===== src/rtl/coin_pulser_pkg.sv =====
// coin_pulser_pkg: shared slot FSM state type and width helpers for the coin pulser
package coin_pulser_pkg;

   typedef enum logic [1:0] {IDLE, PULSE, GAP} slot_state_t;

   function automatic int cnt_w(input int n);
      return (n > 1) ? $clog2(n) : 1;
   endfunction

   function automatic int pend_w(input int max_pend);
      return cnt_w(max_pend + 1);
   endfunction

   function automatic int tmr_w(input int pulse_cyc, input int gap_cyc);
      return cnt_w((pulse_cyc > gap_cyc) ? pulse_cyc : gap_cyc);
   endfunction

endpackage


===== src/rtl/coin_slot.sv =====
// coin_slot: one coin slot - synchronizer, debouncer, pending-credit counter and pulse FSM
module coin_slot
   import coin_pulser_pkg::*;
#(
   parameter int DEBOUNCE_CYC = 120000,
   parameter int PULSE_CYC    = 600000,
   parameter int GAP_CYC      = 600000,
   parameter int MAX_PEND     = 7
)(
   input  logic                          clk_sys,
   input  logic                          rst_n,
   input  logic                          coin_req,
   input  logic                          enable,
   output logic                          coin_n,
   output logic [pend_w(MAX_PEND)-1:0]   pend,
   output logic                          ovf,
   output logic                          busy
);

   localparam int PW = pend_w(MAX_PEND);
   localparam int TW = tmr_w(PULSE_CYC, GAP_CYC);
   localparam int DW = cnt_w(DEBOUNCE_CYC);
   localparam logic [PW-1:0] PMAX   = PW'(MAX_PEND);
   localparam logic [TW-1:0] P_LOAD = TW'(PULSE_CYC - 1);
   localparam logic [TW-1:0] G_LOAD = TW'(GAP_CYC - 1);
   localparam logic [DW-1:0] D_LAST = DW'(DEBOUNCE_CYC - 1);

   logic [1:0]    sync;
   logic          deb;
   logic          deb_q;
   logic [DW-1:0] stab;
   logic [TW-1:0] tmr;
   slot_state_t   state;
   logic          acc;
   logic          dec;

   assign acc  = deb & ~deb_q;
   assign dec  = (state == IDLE) && (pend != '0) && enable;
   assign busy = (state != IDLE) || (pend != '0);

   // synchronize the raw button, then accept a new level only after it has held long enough
   always_ff @(posedge clk_sys or negedge rst_n) begin
      if (!rst_n) begin
         sync  <= '0;
         deb   <= 1'b0;
         deb_q <= 1'b0;
         stab  <= '0;
      end else begin
         sync  <= {sync[0], coin_req};
         deb_q <= deb;
         if (sync[1] == deb)
            stab <= '0;
         else if (stab == D_LAST) begin
            deb  <= sync[1];
            stab <= '0;
         end else
            stab <= stab + DW'(1);
      end
   end

   // credit bookkeeping and pulse/gap sequencing; coin_n is driven straight from this register
   always_ff @(posedge clk_sys or negedge rst_n) begin
      if (!rst_n) begin
         state  <= IDLE;
         tmr    <= '0;
         coin_n <= 1'b1;
         pend   <= '0;
         ovf    <= 1'b0;
      end else begin
         ovf <= acc && !dec && (pend == PMAX);
         if (acc && !dec && (pend != PMAX))
            pend <= pend + PW'(1);
         else if (dec && !acc)
            pend <= pend - PW'(1);
         case (state)
            IDLE:
               if (dec) begin
                  state  <= PULSE;
                  tmr    <= P_LOAD;
                  coin_n <= 1'b0;
               end
            PULSE:
               if (tmr != '0)
                  tmr <= tmr - TW'(1);
               else begin
                  state  <= GAP;
                  tmr    <= G_LOAD;
                  coin_n <= 1'b1;
               end
            GAP:
               if (tmr != '0)
                  tmr <= tmr - TW'(1);
               else
                  state <= IDLE;
            default: begin
               state  <= IDLE;
               coin_n <= 1'b1;
            end
         endcase
      end
   end

endmodule


===== src/rtl/coin_pulser.sv =====
// coin_pulser: two independent debounced coin slots producing timed active-low coin pulses
module coin_pulser
   import coin_pulser_pkg::*;
#(
   parameter int DEBOUNCE_CYC = 120000,
   parameter int PULSE_CYC    = 600000,
   parameter int GAP_CYC      = 600000,
   parameter int MAX_PEND     = 7
)(
   input  logic                            CLK,
   input  logic                            Reset_n,
   input  logic [1:0]                      coin_req_i,
   input  logic                            enable_i,
   output logic [1:0]                      coin_n_o,
   output logic [2*pend_w(MAX_PEND)-1:0]   pend_o,
   output logic [1:0]                      ovf_o,
   output logic                            busy_o
);

   localparam int PW = pend_w(MAX_PEND);

   logic [1:0] rst_sync;
   logic [1:0] busy;

   // assert reset immediately, release it only after two clean clock edges
   always_ff @(posedge CLK or negedge Reset_n) begin
      if (!Reset_n)
         rst_sync <= '0;
      else
         rst_sync <= {rst_sync[0], 1'b1};
   end

   for (genvar i = 0; i < 2; i++) begin : g_slot
      coin_slot #(
         .DEBOUNCE_CYC (DEBOUNCE_CYC),
         .PULSE_CYC    (PULSE_CYC),
         .GAP_CYC      (GAP_CYC),
         .MAX_PEND     (MAX_PEND)
      ) u_slot (
         .clk_sys  (CLK),
         .rst_n    (rst_sync[1]),
         .coin_req (coin_req_i[i]),
         .enable   (enable_i),
         .coin_n   (coin_n_o[i]),
         .pend     (pend_o[i*PW +: PW]),
         .ovf      (ovf_o[i]),
         .busy     (busy[i])
      );
   end

   assign busy_o = |busy;

endmodule


===== config.mk =====
export PLATFORM = sky130hd
export DESIGN_NAME = coin_pulser
export DESIGN_NICKNAME = d
export VERILOG_FILES = /design/src/rtl/coin_pulser_pkg.sv /design/src/rtl/coin_slot.sv /design/src/rtl/coin_pulser.sv
export SDC_FILE = /design/constraint.sdc
export NUM_CORES = 1
export LEC_CHECK = 0
export BUFFER_PORTS_ARGS = -buffer_cell sky130_fd_sc_hd__buf_2
export CAP_MARGIN = 20
export CORE_MARGIN = 2
export CORE_UTILIZATION = 50
export CTS_CLUSTER_SIZE = 30
export DETAILED_ROUTE_END_ITERATION = 8
export PLACE_DENSITY_LB_ADDON = 0.2
export SLEW_MARGIN = 20
export SYNTH_ARGS = -nofsm -noshare
export SYNTH_HDL_FRONTEND = slang
export SYNTH_SLANG_ARGS = --single-unit

===== constraint.sdc =====
create_clock -name CLK -period 5.1 [get_ports CLK]
set_input_delay 0.765 -clock CLK [delete_from_list [all_inputs] [get_ports CLK]]
set_output_delay 0.765 -clock CLK [all_outputs]
set_load 0.02 [all_outputs]

Yosys cells after proc, flatten, opt, wreduce, memory -nomap -nowiden --
Index checks and enable logic that the tools add are counted.
Storage, ports and cells: flip-flop bits (word level) 98, output and inout port bits 11, logic and storage cells 124
Operators by class: add/sub/neg operators 8, equal/unequal tests 20, mux-type cells 30, bitwise gates (word level) 8, reductions and logical operators 39
Operators with widths (count):
- $mux 20 | 6
- $pmux 20 s3 | 2
- $mux 17 | 4
- $reduce_bool 20->1 | 2
- $sub 20x1->20 const B | 2
- $add 17x1->17 const B | 2
- $eq 17x17->1 const B | 2
- $reduce_and 3->1 | 6
- $logic_and 1x1->1 | 12
- $mux 2 | 6
- $mux 3 | 4
- $pmux 2 s3 | 2
- $reduce_bool 3->1 | 4
- $ne 2x1->1 const B | 4
- $ne 2x2->1 const B | 4
- $reduce_bool 2->1 | 4
- $add 3x1->3 const B | 2
- $eq 3x3->1 const B | 2
- $ne 3x3->1 const B | 2
- $not 1->1 | 6
- $pmux 1 s3 | 2
- $sub 3x1->3 const B | 2
- $eq 2x1->1 const B | 2
- $eq 2x2->1 const B | 2
- other kinds (8) | 19

Longest topological paths before layout --
Gate-level depths: netlist of run 1.
depth in word-level cells 7, depth in mapped cells 11

Modules after synthesis --
Synthesis of run 1 repeated with hierarchy kept, for this count alone.
Second synthesis, totals: cell total of the unflattened synthesis 552, area total of the unflattened synthesis 5525.3 µm²
Modules (own cells, without submodules):
- coin_slot | instances 2, cells each 274, area each 2732.6 µm², seq. area each 1202.4 µm²
- coin_pulser | instances 1, cells each 4, area each 60.1 µm², seq. area each 50.0 µm²

Worst setup path before layout of run 1 --
OpenSTA, ideal clock, no wires.
path type reg2reg, from register g_slot[1].u_slot.pend[0], to register g_slot[1].u_slot.pend[2], data arrival time 2.325 ns, path slack 2.676 ns, cell stages (with the launch flop) 11, buffers on the path 1, clock period less this slack 2.424 ns, cell sequence dfrtp_1 clkbuf_1 o31a_1 a21oi_1 nand2_1 fa_1 nand2_1 a21oi_1 a21oi_1 nor2_1 a311oi_1
On the way: longest elaborated chain between the ends 7
Ends and longest elaborated chain:
- start, declared | RTL line coin_slot.sv:15 | output logic [pend_w(MAX_PEND)-1:0] pend,
- start signal, assigned | RTL line coin_slot.sv:72 | pend <= pend + PW'(1);
- start signal, assigned | RTL line coin_slot.sv:74 | pend <= pend - PW'(1);
- branches (longest 7 deep; another with $sub 3x1->3)
Several ways; the timed one is not identified. The select of a mux whose other input is x is not followed. A chain may end at the register's enable or synchronous reset.

Worst setup path after layout of run 1 --
from register g_slot[1].u_slot.state[1], to output busy_o
On the way: longest elaborated chain between the ends 3
Ends and longest elaborated chain:
- start, declared | RTL line coin_slot.sv:33 | slot_state_t state;
- start signal, assigned | RTL line coin_slot.sv:64 | state <= IDLE;
- start signal, assigned | RTL line coin_slot.sv:78 | state <= PULSE;
- start signal, assigned | RTL line coin_slot.sv:86 | state <= GAP;
- $reduce_bool 2->1 | RTL line coin_slot.sv:39 | assign busy = (state != IDLE) || (pend != '0);
- $logic_or 1x1->1 | RTL line coin_slot.sv:39
- $reduce_or 2->1 | RTL line coin_pulser.sv:51 | assign busy_o = |busy;
- end, declared | RTL line coin_pulser.sv:17 | output logic busy_o
No other way between the ends.

==> results.yml, run 1 <==
global_route:
  grt_first_pass_wirelength_um: 20400
  grt_pass1_vias: 4333
  antenna_found_initial: 0
  grt_max_degree: 56
  grt_use_total_pct: 21.6
  grt-ovfl-total: 0
synthesis:
  synth_common_cells: "dfrtp_1, nor2_1, nand2_1"
  async_flop_share_pct: 100
  synth_area_leaders: "dfrtp_1, nor2_1, ha_1, a21oi_1, xnor2_1"
  synth_nets: 644
  synth_top_area_cell: "dfrtp_1"
  synth_cell_type_count: 66
  synthCells: 621
  synthFlopType: "dfrtp_1"
  synth_top_area_share_pct: 43.4
  yosysSeqAreaShare_pct: 44.3
  syn_avg_cell_area_um2: 8.92
  syn_area_um2: 5540
  ys_warn_count: 0
  yosysMostFrequentCell: "dfrtp_1"
  synth_edf_count: 0
  ys_ff_latch: 98
finish:
  drive_gt1_share_pct: 8.67
  syn2layout_area_growth_pct: 5.89
  final_util_pct: 54.1
  n_antenna_cell: 0
  fin_cells: 763
  multi_input_area_um2: 2810
  ff_latch_area_um2: 2460
  layout.nets: 641
  fill_cells: 984
die:
  fp.dieH_um: 109
  core_area_um2: 10800
  die_area_um2: 11900
  initial_core_util_pct: 51.1
  core.rowCount: 38
  dieWidth_um: 109
  ios: 16
placed_design:
  place_congestion: 0.842
  dp_hpwl_um: 7880
  portBuffers: 15
  place_inst: 747
flow_run:
  max_cap_violations: 0
cts:
  clock_latency_ns: 0.38
  clk_path_buf_depth: 2
  cts_resized: 0
  numCtsBuffers: 9
  cts_root_buffer: "clkbuf_8"
  post_cts_buffers: 0
  clock_sinks: 98
  postCtsHoldBufs: 0
  clk_pin_slew_worst_paths_ns: 0.10
  htreeDepth: 3
  tritoncts: "done"
setup_path:
  timing.rr.end: "g_slot[1].u_slot.tmr[14]$_DFFE_PN0P_"
  start_kind: "register"
  cp_cell_sequence: "inv_1, ha_1, inv_1, nor4_1, nand3_1, buf_2"
  crit_required_ns: 4.34
  cp.buffers_inverters: 3
  slowest_delay_ns: 0.41
  critPathKind: "register to output port"
  r2r_start: "g_slot[1].u_slot.tmr[15]$_DFFE_PN0P_"
  worst_setup_path_end_kind: "output port"
  crit_path_top_delay_cell: "dfrtp_1"
  worstPathArrival_ns: 1.99
  crit_end: "busy_o"
  crit_start: "g_slot[1].u_slot.state[1]$_DFFE_PN0P_"
  reg2reg_depth: 5
  crit_top_cell: "inv_1"
  r2r_slack_ns: 2.38
  critPathTopFamily: "buffers and inverters"
  crit_fanout: 8
  path_depth: 6
drt:
  drt_iter0_drc: 398
  route.vias.total: 4398
  viasPerCell: 5.76
  drc: 0
  wl_um: 11500
  ant_nets: 0
  post_drt_wl_per_cell_um: 15.1
  dr.pass1.iters: 5
power_and_ir_drop:
  power.density_nw_per_um2: 471
  ir_drop_mv: 0.312
  leakage_nw: 2.39
timing:
  max_slew_margin_pct: 27.3
  setup_violations: 0
  fin_crit_ns: 2.76
  hold_viol_final: 0
  slew_viol_final: 0
  fmax_mhz: 363
  fin_crit_sh_pct: 54.1
  setup_tns_ns: 0
  rsz0062_at_grt: "false"
  worstMarginPinSlew_ns: 1.09
  skew_ns: 0.0128
status:
  status: "finished clean"
worst_hold_path:
  hp-class: "input pin to async pin"
[cell usage in the layout (no fill, tap or decap), types with 9 or more instances in the layout]
| cell type | count |
|---|---|
| nor2_1 | 86 |
| xnor2_1 | 18 |
| o21ai_0 | 28 |
| nor4_1 | 16 |
| a21oi_1 | 37 |
| dfrtp_1 | 95 |
| ha_1 | 16 |
| or3_1 | 10 |
| nor3_1 | 23 |
| nand3_1 | 22 |
| inv_1 | 33 |
| xor2_1 | 16 |
| buf_2 | 15 |
| a31oi_1 | 13 |
| nand2_1 | 41 |
| clkbuf_8 | 9 |
| nand4_1 | 14 |
[power breakdown]
part           leakage (nW)  switching (mW)  internal, mW
clock                0.0962           0.294         0.230
sequential             1.24           0.225         0.934
combinational          1.05           0.654         0.426
[cell type report]
class                      instances  share of cell area [%]
multi-input combinational        458                    47.9
timing repair buffer              18                    1.66
clock inverter                     7                    1.30
tap                              140                    2.99
inverter                          33                    2.11
sequential                        98                    41.9
clock buffer                       9                    2.11
[metrics by stage]
stage / setup WS (ns) / hold slack [ns] / total power [mW] / instance area [um^2]
CTS: 2.35 / 0.125 / 2.78 / 5870
global route: 2.18 / 0.124 / 3.00 / 5870
floorplan: 2.17 / 0.331 / 2.00 / 5540
finish: 2.34 / 0.147 / 2.76 / 5870
detailed placement: 2.44 / 0.336 / 2.24 / 5670
global placement: 2.52 / 0.338 / 2.20 / 5670
[cells by family (layout without fill, tap and decap cells)]
kind of cell	count (synthesis)	count (layout)	share of synthesized area [%]
other cells	1	1	0.0677
compound gates	147	147	17.3
mux	5	5	0.993
buf+inv	65	67	4.99
flops	98	98	44.3
simple gates	253	253	22.7
fa+ha+maj	18	18	4.34
xor+xnor	34	34	5.37
[worst register-to-register path: stages (launching register included)]
cell and delay [ns]:
dfrtp_1 0.42, nor4_1 0.59, nand4_1 0.41, o21ai_1 0.77
o31ai_1 0.16, a22o_1 0.27
[per-layer routing]
layer / up-vias / routed length (um) / share of wire, % / track usage, %
met5: - / 0 / 0 / 0
met4: 0 / 112 / 0.97 / 6.42
met3: 10 / 555 / 4.8 / 5.50
met2: 86 / 5350 / 46 / 34.3
met1: 2098 / 5510 / 48 / 29.1
li1: 2204 / - / - / -
[registers in the layout (all words and copies together), names as in the netlist, 4 cells and up]
signal,count
g_slot.u_slot.sync,4
g_slot.u_slot.pend,6
g_slot.u_slot.stab,34
g_slot.u_slot.state,4
g_slot.u_slot.tmr,40
[worst min path at each step]
stage,from,endpoint,slack [ns],cells past startpoint
floorplan,g_slot[0].u_slot.sync[0]$_DFF_PN0_,g_slot[0].u_slot.sync[1]$_DFF_PN0_,0.33,0
finish,Reset_n,rst_sync[1]$_DFF_PN0_,0.15,1
CTS,Reset_n,rst_sync[1]$_DFF_PN0_,0.13,1
detailed placement,rst_sync[0]$_DFF_PN0_,rst_sync[1]$_DFF_PN0_,0.34,0
global placement,rst_sync[1]$_DFF_PN0_,g_slot[0].u_slot.sync[0]$_DFF_PN0_,0.34,0
global route,Reset_n,rst_sync[1]$_DFF_PN0_,0.12,1
No activity file was read; power rests on OpenSTA's default activity.
==> run 2: changes to the inputs <==
Clock period 5.1 ns to 2.4 ns, I/O delays scaled along.
==> results.yml, run 2 (synthesis gave the netlist of run 1 again) <==
setup_path:
  r2r_start: "g_slot[0].u_slot.state[1]$_DFFE_PN0P_"
  worst_setup_path_end_kind: "register"
  start_kind: "register"
  critPathKind: "register to register"
  crit_start: "g_slot[0].u_slot.state[1]$_DFFE_PN0P_"
  worstPathArrival_ns: 2.56
  crit_required_ns: 2.66
  crit_fanout: 5
finish:
  layout.nets: 673
  largest_reg_flops: 40
  fin_cells: 795
  final_common_cell: "dfrtp_1"
  syn2layout_area_growth_pct: 10.3
  drive_gt1_share_pct: 13.3
  reg.largest.list: "g_slot.u_slot.tmr: 40 flops, g_slot.u_slot.stab: 34 flops, g_slot.u_slot.pend: 6 flops"
  largest-register: "g_slot.u_slot.tmr"
  n_antenna_cell: 0
  most-common-layout-cells: "dfrtp_1, nor2_1, nand2_1"
die:
  core.rowCount: 38
  fp.dieH_um: 109
  die_area_um2: 11900
  initial_core_util_pct: 51.1
  ios: 16
  dieWidth_um: 109
  core_area_um2: 10800
cts:
  clk_path_buf_depth: 2
  htreeDepth: 3
  clock_sinks: 98
  tritoncts: "done"
  clk_pin_slew_worst_paths_ns: 0.10
  cts_root_buffer: "clkbuf_8"
  clock_latency_ns: 0.38
  post_cts_buffers: 0
  numCtsBuffers: 9
timing:
  max_slew_margin_pct: 57.9
  hold_viol_final: 0
  fin_crit_ns: 2.30
  fmax_mhz: 435
  worstMarginPinSlew_ns: 0.627
  setup_violations: 0
  slew_viol_final: 0
  whs_ns: 0.0758
  rsz0062_at_grt: "true"
  skew_ns: 0.0120
  fin_crit_sh_pct: 95.9
placed_design:
  place_inst: 778
  portBuffers: 15
  dp_hpwl_um: 8630
  place_congestion: 0.866
power_and_ir_drop:
  pwr-share-clk_pct: 16.5
  leakage_nw: 2.53
  power.density_nw_per_um2: 989
  ir_drop_mv: 0.537
  comb_power_share_pct: 44.8
  power.share.sequential_pct: 38.7
  p_switching_mw: 2.52
  p_int_mw: 3.53
  swShare_pct: 41.6
global_route:
  grt-ovfl-total: 0
  grt_pass1_vias: 4403
  grt_max_degree: 44
  grt_use_total_pct: 21.3
  antenna_found_initial: 0
  grt_first_pass_wirelength_um: 20200
drt:
  wl_um: 12000
  viasPerCell: 5.70
  route.vias.total: 4531
  ant_nets: 0
  drc: 0
  dr.pass1.iters: 4
  drt_iter0_drc: 261
  post_drt_wl_per_cell_um: 15.1
status:
  status: "finished clean"
worst_hold_path:
  hp-class: "input pin to register"
  min-delay-start: "coin_req_i[0]"
flow_run:
  max_cap_violations: 0
-- run 2: metrics by stage --
step	area (um^2)	power, mW	worst slack, ns	TNS, ns	utilization [%]
4_1_cts	6100	6.04	0.0499	0	56.3
5_1_grt	6110	6.52	-0.0366	-0.0366	56.4
6_report	6110	6.05	0.0995	0	56.4
3_5_place_dp	5910	5.04	0.0750	0	54.6
3_3_place_gp	5910	4.95	0.194	0	54.6
2_1_floorplan	5550	4.25	0.0514	0	-
-- run 2: critical path, cell delays in order, from the launching register on --
cell and delay [ns]:
dfrtp_1 0.42, inv_1 0.13, ha_2 0.24, nand2_1 0.08, nor2_1 0.16, nor2_1 0.06, o21ai_1 0.18, fa_2 0.50
and3_1 0.19, a21oi_1 0.12, o2111ai_1 0.11
-- run 2: worst paths after layout --
kind | to | slack [ns] | cells after the start
max in group asynchronous | g_slot[1].u_slot.coin_n$_DFFE_PN1P_ | 1.29 | 1
min | g_slot[0].u_slot.sync[0]$_DFF_PN0_ | 0.08 | 1
max reg2reg | g_slot[0].u_slot.pend[1]$_DFFE_PN0P_ | 0.1 | 10
min in group asynchronous | rst_sync[0]$_DFF_PN0_ | 0.28 | 2
max | g_slot[0].u_slot.pend[1]$_DFFE_PN0P_ | 0.1 | 10
min reg2reg | g_slot[0].u_slot.ovf$_DFF_PN0_ | 0.33 | 0
-- run 2: final cells by class --
cell class	count	area, um^2
Clock buffer	12	145
Timing Repair Buffer	50	353
Clock inverter	4	30.0
Tap cell	140	175
Sequential cell	98	2460
Inverter	33	124
Fill cell	985	4730
Multi-Input combinational cell	458	2830
-- run 2: routing by layer --
metal  up-vias  global-route usage [%]  routed length, um
li1       2276                       -                  -
met1      2163                    29.2               5760
met2        77                    34.1               5660
met3        15                    3.41                396
met4         0                    8.05                188
met5         -                       0                  0
-- run 2: power groups by stage --
stage                     Sequential [mW]  Combinational (mW)  Clock, mW
after global routing                 2.40                3.04       1.08
after detailed placement             2.36                2.68          0
after floorplan                      2.37                1.88          0
final                                2.34                2.71      0.999
after CTS                            2.33                2.69       1.02
after global placement               2.35                2.60          0
-- run 2: what timing repair did --
item                                    in CTS  in global routing
endpoints found under the hold margin        2                  0
endpoints found under the setup margin       0                  7
hold buffers                                 1                  0
resized for setup                            0                  5
